[src/rtl/nmea_pkg.sv]
// Shared constants, state encoding and ASCII helpers for the NMEA encoder/parser blocks.
package nmea_pkg;

   localparam logic [7:0] ASCII_DOLLAR = 8'h24;
   localparam logic [7:0] ASCII_COMMA  = 8'h2C;
   localparam logic [7:0] ASCII_DOT    = 8'h2E;
   localparam logic [7:0] ASCII_STAR   = 8'h2A;
   localparam logic [7:0] ASCII_CR     = 8'h0D;
   localparam logic [7:0] ASCII_LF     = 8'h0A;

   localparam int ZDA_MSG_LEN  = 38;
   localparam int ZDA_CSUM_LEN = 32;

   // Byte positions inside the ZDA sentence where the FSM changes phase
   localparam logic [5:0] IDX_BODY_FIRST = 6'd7;
   localparam logic [5:0] IDX_STAR       = 6'd33;
   localparam logic [5:0] IDX_CSUM_FIRST = 6'd34;
   localparam logic [5:0] IDX_TAIL_FIRST = 6'd36;
   localparam logic [5:0] IDX_LAST       = 6'(ZDA_MSG_LEN - 1);

   typedef enum logic [2:0] {
      ST_IDLE,
      ST_HEAD,
      ST_BODY,
      ST_STAR,
      ST_CSUM,
      ST_TAIL,
      ST_FIN
   } zda_state_t;

   function automatic logic [7:0] nib2hex(input logic [3:0] nib);
      return (nib < 4'd10) ? (8'h30 + {4'h0, nib}) : (8'h37 + {4'h0, nib});
   endfunction

   function automatic logic [7:0] bcd2ascii(input logic [3:0] digit);
      return 8'h30 + {4'h0, digit};
   endfunction

endpackage

[src/rtl/nmea_checksum.sv]
// NMEA XOR checksum accumulator with clear/enable; exposes the running value as two
// uppercase ASCII hex characters so the parser can reuse it for verification.
module nmea_checksum
   import nmea_pkg::*;
(
   input  logic       clk,
   input  logic       rst,
   input  logic       clr,
   input  logic       en,
   input  logic [7:0] data,
   output logic [7:0] csum,
   output logic [7:0] hex_hi,
   output logic [7:0] hex_lo
);

   always_ff @(posedge clk or negedge rst) begin
      if (!rst) begin
         csum <= '0;
      end else if (clr) begin
         csum <= '0;
      end else if (en) begin
         csum <= csum ^ data;
      end
   end

   assign hex_hi = nib2hex(csum[7:4]);
   assign hex_lo = nib2hex(csum[3:0]);

endmodule

[src/rtl/nmea_zda_encoder.sv]
// Formats a latched BCD timestamp into a 38-byte NMEA ZDA sentence on AXI-stream.
// Optional start-time range checking is enabled with `define ZDA_BCD_CHECK_EN.
//
// state   | meaning
// IDLE    | waiting for start
// HEAD    | "$", talker id, "ZDA,"   (bytes 0..6)
// BODY    | time, date, zone fields  (bytes 7..32)
// STAR    | "*"                      (byte 33)
// CSUM    | two hex checksum chars   (bytes 34..35)
// TAIL    | CR, LF                   (bytes 36..37)
// FIN     | done pulse, back to IDLE
module nmea_zda_encoder
   import nmea_pkg::*;
#(
   parameter int          CLK_FREQ   = 100_000_000,
   parameter logic [15:0] TALKER_ID  = 16'h4750,
   parameter logic [31:0] ZONE_FIELD = 32'h30303030
) (
   input  logic        clk,
   input  logic        rst,
   input  logic        start,
   input  logic [63:0] time_bcd,
   output logic        busy,
   output logic        done,
   output logic        err,
   output logic [7:0]  axis_tdata,
   output logic        axis_tvalid,
   input  logic        axis_tready
);

   if (CLK_FREQ <= 0) begin : g_clk_check
      $error("nmea_zda_encoder: CLK_FREQ must be positive");
   end

   zda_state_t  state, state_n;
   logic [5:0]  idx, idx_n;
   logic [63:0] bcd_q;
   logic [3:0]  dig [16];
   logic        idle, accept, hs, csum_en;
   logic [7:0]  hex_hi, hex_lo, body_byte, tx_byte;
   logic [7:0]  csum_val;

   assign idle = (state == ST_IDLE);

`ifdef ZDA_BCD_CHECK_EN
   logic bcd_ok;
   logic err_q;

   // Packed BCD bytes order the same as their decimal values once every nibble is <= 9
   always_comb begin
      bcd_ok = 1'b1;
      for (int i = 0; i < 16; i++) begin
         if (time_bcd[4*i +: 4] > 4'd9) bcd_ok = 1'b0;
      end
      if (time_bcd[63:56] > 8'h23) bcd_ok = 1'b0;
      if (time_bcd[55:48] > 8'h59) bcd_ok = 1'b0;
      if (time_bcd[47:40] > 8'h60) bcd_ok = 1'b0;
      if (time_bcd[31:24] < 8'h01 || time_bcd[31:24] > 8'h31) bcd_ok = 1'b0;
      if (time_bcd[23:16] < 8'h01 || time_bcd[23:16] > 8'h12) bcd_ok = 1'b0;
   end

   assign accept = idle && start && bcd_ok;

   always_ff @(posedge clk or negedge rst) begin
      if (!rst) err_q <= 1'b0;
      else      err_q <= idle && start && !bcd_ok;
   end

   assign err = err_q;
`else
   assign accept = idle && start;
   assign err    = 1'b0;
`endif

   assign hs      = axis_tvalid && axis_tready;
   assign csum_en = hs && (((state == ST_HEAD) && (idx != 6'd0)) || (state == ST_BODY));

   nmea_checksum u_csum (
      .clk    (clk),
      .rst    (rst),
      .clr    (accept),
      .en     (csum_en),
      .data   (axis_tdata),
      .csum   (csum_val),
      .hex_hi (hex_hi),
      .hex_lo (hex_lo)
   );

   always_ff @(posedge clk or negedge rst) begin
      if (!rst) begin
         state <= ST_IDLE;
         idx   <= '0;
         bcd_q <= '0;
      end else begin
         state <= state_n;
         idx   <= idx_n;
         if (accept) bcd_q <= time_bcd;
      end
   end

   always_comb begin
      state_n = state;
      idx_n   = idx;
      case (state)
         ST_IDLE: begin
            if (accept) begin
               state_n = ST_HEAD;
               idx_n   = '0;
            end
         end
         ST_FIN: begin
            state_n = ST_IDLE;
         end
         default: begin
            if (hs) begin
               idx_n = 6'(idx + 6'd1);
               if (idx == IDX_LAST) begin
                  state_n = ST_FIN;
                  idx_n   = '0;
               end else if (idx_n == IDX_BODY_FIRST) begin
                  state_n = ST_BODY;
               end else if (idx_n == IDX_STAR) begin
                  state_n = ST_STAR;
               end else if (idx_n == IDX_CSUM_FIRST) begin
                  state_n = ST_CSUM;
               end else if (idx_n == IDX_TAIL_FIRST) begin
                  state_n = ST_TAIL;
               end
            end
         end
      endcase
   end

   // dig[0] is the most significant digit (tens of hours)
   always_comb begin
      for (int i = 0; i < 16; i++) begin
         dig[i] = bcd_q[60-4*i +: 4];
      end
   end

   always_comb begin
      body_byte = ASCII_COMMA;
      case (idx)
         6'd7:  body_byte = bcd2ascii(dig[0]);
         6'd8:  body_byte = bcd2ascii(dig[1]);
         6'd9:  body_byte = bcd2ascii(dig[2]);
         6'd10: body_byte = bcd2ascii(dig[3]);
         6'd11: body_byte = bcd2ascii(dig[4]);
         6'd12: body_byte = bcd2ascii(dig[5]);
         6'd13: body_byte = ASCII_DOT;
         6'd14: body_byte = bcd2ascii(dig[6]);
         6'd15: body_byte = bcd2ascii(dig[7]);
         6'd17: body_byte = bcd2ascii(dig[8]);
         6'd18: body_byte = bcd2ascii(dig[9]);
         6'd20: body_byte = bcd2ascii(dig[10]);
         6'd21: body_byte = bcd2ascii(dig[11]);
         6'd23: body_byte = bcd2ascii(dig[12]);
         6'd24: body_byte = bcd2ascii(dig[13]);
         6'd25: body_byte = bcd2ascii(dig[14]);
         6'd26: body_byte = bcd2ascii(dig[15]);
         6'd28: body_byte = ZONE_FIELD[31:24];
         6'd29: body_byte = ZONE_FIELD[23:16];
         6'd31: body_byte = ZONE_FIELD[15:8];
         6'd32: body_byte = ZONE_FIELD[7:0];
         default: body_byte = ASCII_COMMA;
      endcase
   end

   always_comb begin
      tx_byte = 8'h00;
      case (state)
         ST_HEAD: begin
            case (idx)
               6'd0:    tx_byte = ASCII_DOLLAR;
               6'd1:    tx_byte = TALKER_ID[15:8];
               6'd2:    tx_byte = TALKER_ID[7:0];
               6'd3:    tx_byte = 8'h5A;
               6'd4:    tx_byte = 8'h44;
               6'd5:    tx_byte = 8'h41;
               default: tx_byte = ASCII_COMMA;
            endcase
         end
         ST_BODY: tx_byte = body_byte;
         ST_STAR: tx_byte = ASCII_STAR;
         ST_CSUM: tx_byte = (idx == IDX_CSUM_FIRST) ? hex_hi : hex_lo;
         ST_TAIL: tx_byte = (idx == IDX_TAIL_FIRST) ? ASCII_CR : ASCII_LF;
         default: tx_byte = 8'h00;
      endcase
   end

   assign axis_tdata  = tx_byte;
   assign axis_tvalid = !idle && (state != ST_FIN);
   assign busy        = axis_tvalid;
   assign done        = (state == ST_FIN);

endmodule
[config.mk]
export PLATFORM = sky130hd
export DESIGN_NAME = nmea_zda_encoder
export DESIGN_NICKNAME = d
export VERILOG_FILES = /design/src/rtl/nmea_pkg.sv /design/src/rtl/nmea_checksum.sv /design/src/rtl/nmea_zda_encoder.sv
export SDC_FILE = /design/constraint.sdc
export NUM_CORES = 1
export LEC_CHECK = 0
export ABC_AREA = 1
export CAP_MARGIN = 20
export CORE_MARGIN = 2
export CORE_UTILIZATION = 50
export DETAILED_ROUTE_END_ITERATION = 8
export DONT_BUFFER_PORTS = 1
export HOLD_SLACK_MARGIN = 0.08
export PLACE_DENSITY = 0.78
export SETUP_SLACK_MARGIN = 0.5
export SLEW_MARGIN = 25
export SYNTH_ARGS = -nofsm -noshare
export SYNTH_HDL_FRONTEND = slang
export SYNTH_HIERARCHICAL = 1
export SYNTH_SLANG_ARGS = --single-unit
[constraint.sdc]
create_clock -name clk -period 1.9 [get_ports clk]
set_input_delay 0.19 -clock clk [delete_from_list [all_inputs] [get_ports clk]]
set_output_delay 0.19 -clock clk [all_outputs]
set_load 0.05 [all_outputs]
==> run_results.csv, run 1 <==
group,metric,value,unit
logic_synthesis,synthTopCellsByArea,"dfrtp_1 41%, nand2_1 24%, nor2_1 6.2%, nand3_1 4.9%, inv_1 3.9%",
logic_synthesis,avgSynthCellArea,6.73,µm²
sta,postGrtWorstEndpoint,"axis_tdata[3]",
grt,gr-total-overflow,70,
placement,io_buffers,0,
logic_synthesis,yosysSeqAreaShare,41.3,%
clock_tree,cts_buffer_depth,2,
sta,worst_endpoint_kind,"top-level output",
logic_synthesis,yosys_warnings,6,
status,run_status,"aborted with a tool error",
clock_tree,cts-root-buf,"clkbuf_8",
status,error_line,"[ERROR GRT-0232] Routing congestion too high. Check the congestion heatmap in the GUI.",
clock_tree,htreeDepth,3,
placement,place_congestion,0.955,
grt,grt_max_degree,82,
floorplan,die_h,103,µm
status,lastStage,"global routing (5_1_grt)",
logic_synthesis,synth_edf_count,0,
logic_synthesis,ys_ff_latch,81,
floorplan,initial_core_util,50.9,%
clock_tree,cts.sinks,81,
grt,grt.total_usage,71.8,%
grt,antenna_found_initial,1,
logic_synthesis,synth_top_area_share,41.3,%
logic_synthesis,async_reset_ff_share,100,%
placement,place_area,0.00598,mm²
logic_synthesis,synth-main-ff-cell,"dfrtp_1",
placement,dp_cells,923,
logic_synthesis,synth_area,0.00490,mm²
clock_tree,cts-buffers-inserted,9,
floorplan,rows,36,
floorplan,die_w,103,µm
floorplan,pin_count,80,
logic_synthesis,synthCells,729,
logic_synthesis,yosys.area.top_type,"dfrtp_1",
logic_synthesis,ys_types,32,
placement,dp_hpwl,10200,µm
-- routing by layer --
layer  track usage [%]  overflow
met5              1.44         0
met4              77.0        27
met3              52.3         0
met2              91.3        42
met1              71.5         1
-- cell usage after synthesis, types with 2 or more instances --
cell type and count:
nor3b_1 2, o21ai_0 23, nand2_4 2, buf_6 4, o22ai_1 6, a211oi_1 3
nor2_2 6, conb_1 2, dfrtp_1 81, nor2_1 81, nand4_1 15, nand2_1 314
o211ai_1 4, nor3_1 6, buf_4 7, nand2_2 4, clkbuf_1 6, buf_2 16
inv_1 51, o21ai_1 4, a21oi_1 22, inv_2 5, ha_1 9, nand3_1 48
-- repair_timing --
item / 4_1_cts
hold buffers: 64
pin swaps: 22
resized for setup: 77
endpoints found under the hold margin: 145
cloned: 12
setup buffers: 32
setup endpoints to repair: 92
-- cell families after synthesis --
kind of cell | count (synthesis) | share of synthesized area [%]
xor+xnor | 2 | 0.357
other cells | 2 | 0.153
fa+ha+maj | 9 | 2.30
compound gates | 64 | 7.17
buf+inv | 89 | 8.37
flops | 81 | 41.3
simple gates | 482 | 40.3
-- stage by stage --
step           setup WS [ps]  util, %  TNS, ps
2_1_floorplan           -288        -    -2010
3_3_place_gp            -396     62.1    -4800
3_5_place_dp            -442     62.1    -5530
4_1_cts                 -619     80.0    -6140
==> inputs of run 2 (changes only) <==
Settings changed: CORE_UTILIZATION 50 to 35, HOLD_SLACK_MARGIN 0.08 to default, PLACE_DENSITY 0.78 to default, PLACE_DENSITY_LB_ADDON from default to 0.15, SETUP_SLACK_MARGIN 0.5 to default.
Clock period 1.9 ns to 2.5 ns, I/O delays scaled along.
==> run_results.csv, run 2 <==
group,metric,value,unit
status,run_status,"finished, violations left",
status,violations,"negative setup slack",
pwr,max-vdd-ir-drop,423,µV
final_layout,final_common_cell,"nand2_1",
sta,setup_violations,4,
clock_tree,cts-buffers-inserted,9,
floorplan,pin_count,80,
sta,slew_violations,0,
sta,worst_slack,-50.2,ps
grt,use_met3,3.25,%
logic_synthesis,synth_edf_count,0,
logic_synthesis,synth_top_area_share,41.3,%
worst_hold_path,hold_start,"time_bcd[18]",
routing,wl_per_cell,15.6,µm
placement,place_area,0.00534,mm²
grt,grt.total_usage,20.9,%
grt,antenna_found_initial,0,
critical_path,critPathKind,"flop to output pin",
worst_hold_path,hold_class,"primary input to flop",
logic_synthesis,synthCells,729,
clock_tree,cts.sinks,81,
sta,holdWs,11.2,ps
logic_synthesis,async_reset_ff_share,100,%
critical_path,crit_path_end_kind,"output pin",
routing,drc,0,
clock_tree,cts-root-buf,"clkbuf_16",
sta,timing.slew.headroom,54.5,%
grt,grt_first_pass_wirelength,24000,µm
routing,wl,14900,µm
pwr,power,7690,µW
final_layout,largest_register_ffs,64,
routing,postRouteAntennaNets,0,
floorplan,die_w,122,µm
sta,fin_crit_sh,102,%
floorplan,core,0.0138,mm²
final_layout,top_register,"bcd_q",
logic_synthesis,avgSynthCellArea,6.73,µm²
clock_tree,cts_buffer_depth,2,
run,cap_violations,0,
floorplan,die_h,122,µm
routing,dr.pass1.iters,5,
critical_path,r2r-start,"idx[2]$_DFFE_PN0P_",
logic_synthesis,ys_types,32,
grt,gr-total-overflow,0,
logic_synthesis,synth-main-ff-cell,"dfrtp_1",
final_layout,design_area,0.00619,mm²
worst_hold_path,hold_depth,2,
grt,grtUsageMet1,27.2,%
logic_synthesis,synth_area,0.00490,mm²
final_layout,n_fill_cell,1457,
routing,drtIter0Drc,337,
final_layout,top_regs,"bcd_q: 64 flops, u_csum/csum: 8 flops, idx: 6 flops",
clock_tree,path_clk_slew,60,ps
critical_path,worst_ep_arrival_time,2300,ps
critical_path,ff2ff_path_depth,12,
routing,dr_total_vias,4791,
placement,io_buffers,0,
grt,grt_use_met2,33.2,%
sta,skew,6.07,ps
grt,grt_pass1_vias,4690,
pwr,leakage,0.00312,µW
floorplan,rows,43,
final_layout,diodes,0,
logic_synthesis,synthTopCellsByArea,"dfrtp_1 41%, nand2_1 24%, nor2_1 6.2%, nand3_1 4.9%, inv_1 3.9%",
clock_tree,cts_tree,"built",
final_layout,area_growth,26.3,%
logic_synthesis,synthMostInstantiatedCell,"nand2_1",
sta,fmax,392,MHz
placement,dp_hpwl,10800,µm
critical_path,crit_fanout,7,
final_layout,finalNetCount,852,
logic_synthesis,synth_common_cells,"314 x nand2_1, 81 x dfrtp_1, 81 x nor2_1, 51 x inv_1, 48 x nand3_1",
critical_path,start_kind,"flop",
worst_hold_path,min_to,"bcd_q[18]$_DFFE_PN0P_",
floorplan,dieArea,0.0150,mm²
routing,viasPerCell,4.99,
sta,rsz0062_at_grt,"true",
final_layout,layout-drive-gt1-share,19.7,%
grt,busiest_layer,"met2",
sta,period_minus_slack,2550,ps
logic_synthesis,yosysSeqAreaShare,41.3,%
critical_path,reg2reg_slack,200,ps
grt,grt_max_degree,82,
placement,place_congestion,0.971,
floorplan,initial_core_util,35.6,%
sta,hold_viol_final,0,
critical_path,reg2reg_to,"u_csum/csum[1]$_DFFE_PN0P_",
pwr,power_density,1240,mW/mm²
final_layout,final_cell_mix,"306 x nand2_1, 77 x dfrtp_1, 64 x nor2_1, 47 x buf_4, 44 x nand3_1",
logic_synthesis,yosys.area.top_type,"dfrtp_1",
clock_tree,clk-insertion-delay-late,340,ps
critical_path,critPathRequiredTime,2250,ps
clock_tree,htreeDepth,3,
sta,tightestPinTransition,682,ps
logic_synthesis,ys_ff_latch,81,
logic_synthesis,yosys_warnings,6,
## run 2: cell counts after synthesis
Identical to the previous run, type by type.
## run 2: cell type report
class / count / area (µm²) / area share, %
clock buffer: 11 / 243 / 3.92
clock inverter: 5 / 62.6 / 1.01
inverter: 56 / 216 / 3.49
multi-input combinational: 560 / 2750 / 44.4
sequential: 81 / 2030 / 32.8
tap: 180 / 225 / 3.64
timing repair buffer: 67 / 668 / 10.8
## run 2: power breakdown
group          leakage, µW  switching, µW  internal, µW
registers          0.00102            419          1900
logic              0.00196           2500          1500
clock network     0.000142            566           807
## run 2: repair_timing
item | CTS | global route
hold buffers | 6 | 0
setup endpoints to repair | 8 | 7
endpoints found under the hold margin | 85 | 0
pin swaps | 10 | 11
resized for setup | 42 | 32
cloned | 0 | 1
buffers inserted | 9 | 16
## run 2: critical path, cell delays in order, from the launching register on
cell,delay (ps)
dfrtp_2,450
buf_12,140
nor2_4,150
buf_4,190
o211ai_1,140
nand3_2,120
nand2_1,70
or2_0,230
a21oi_2,210
a21oi_4,90
buf_12,150
## run 2: cells by family (layout without fill, tap and decap cells)
kind of cell | count (synthesis) | in the layout | synth area share (%)
AND/OR/NAND/NOR | 482 | 482 | 40.3
buffers and inverters | 89 | 139 | 8.37
flip-flops | 81 | 81 | 41.3
AO/OA/AOI/OAI | 64 | 64 | 7.17
adder cells (fa/ha/maj) | 9 | 9 | 2.30
other | 2 | 3 | 0.153
XOR/XNOR | 2 | 2 | 0.357
## run 2: how the worst max path moves through the flow
stage	cells after the start	end	slack (ps)	start
6_report	10	axis_tdata[2]	-50	idx[2]$_DFFE_PN0P_
5_1_grt	10	axis_tdata[5]	-180	idx[0]$_DFFE_PN0P_
4_1_cts	11	axis_tdata[3]	-80	idx[1]$_DFFE_PN0P_
3_5_place_dp	10	axis_tdata[1]	-10	idx[1]$_DFFE_PN0P_
3_3_place_gp	12	axis_tdata[3]	50	idx[1]$_DFFE_PN0P_
2_1_floorplan	15	u_csum/csum[2]$_DFFE_PN0P_	3	idx[1]$_DFFE_PN0P_
## run 2: through the flow
stage          utilization, %  setup TNS (ps)  instances  setup slack, ps
3_5_place_dp             38.7           -25.5        912            -14.6
2_1_floorplan               -               0        730             2.64
4_1_cts                  43.0            -229        943            -81.2
3_3_place_gp             38.7               0        912             51.7
6_report                 45.0            -110        960            -50.2
5_1_grt                  45.0            -899        960             -181
## run 2: routing by layer
layer | share of wire (%) | wire length, µm | up-vias
met5 | 0 | 0 | -
met4 | 4.1 | 609 | 0
met3 | 4.4 | 657 | 38
met2 | 46 | 6880 | 145
met1 | 45 | 6800 | 2207
li1 | - | - | 2401
(Power assumes the default switching activity.)
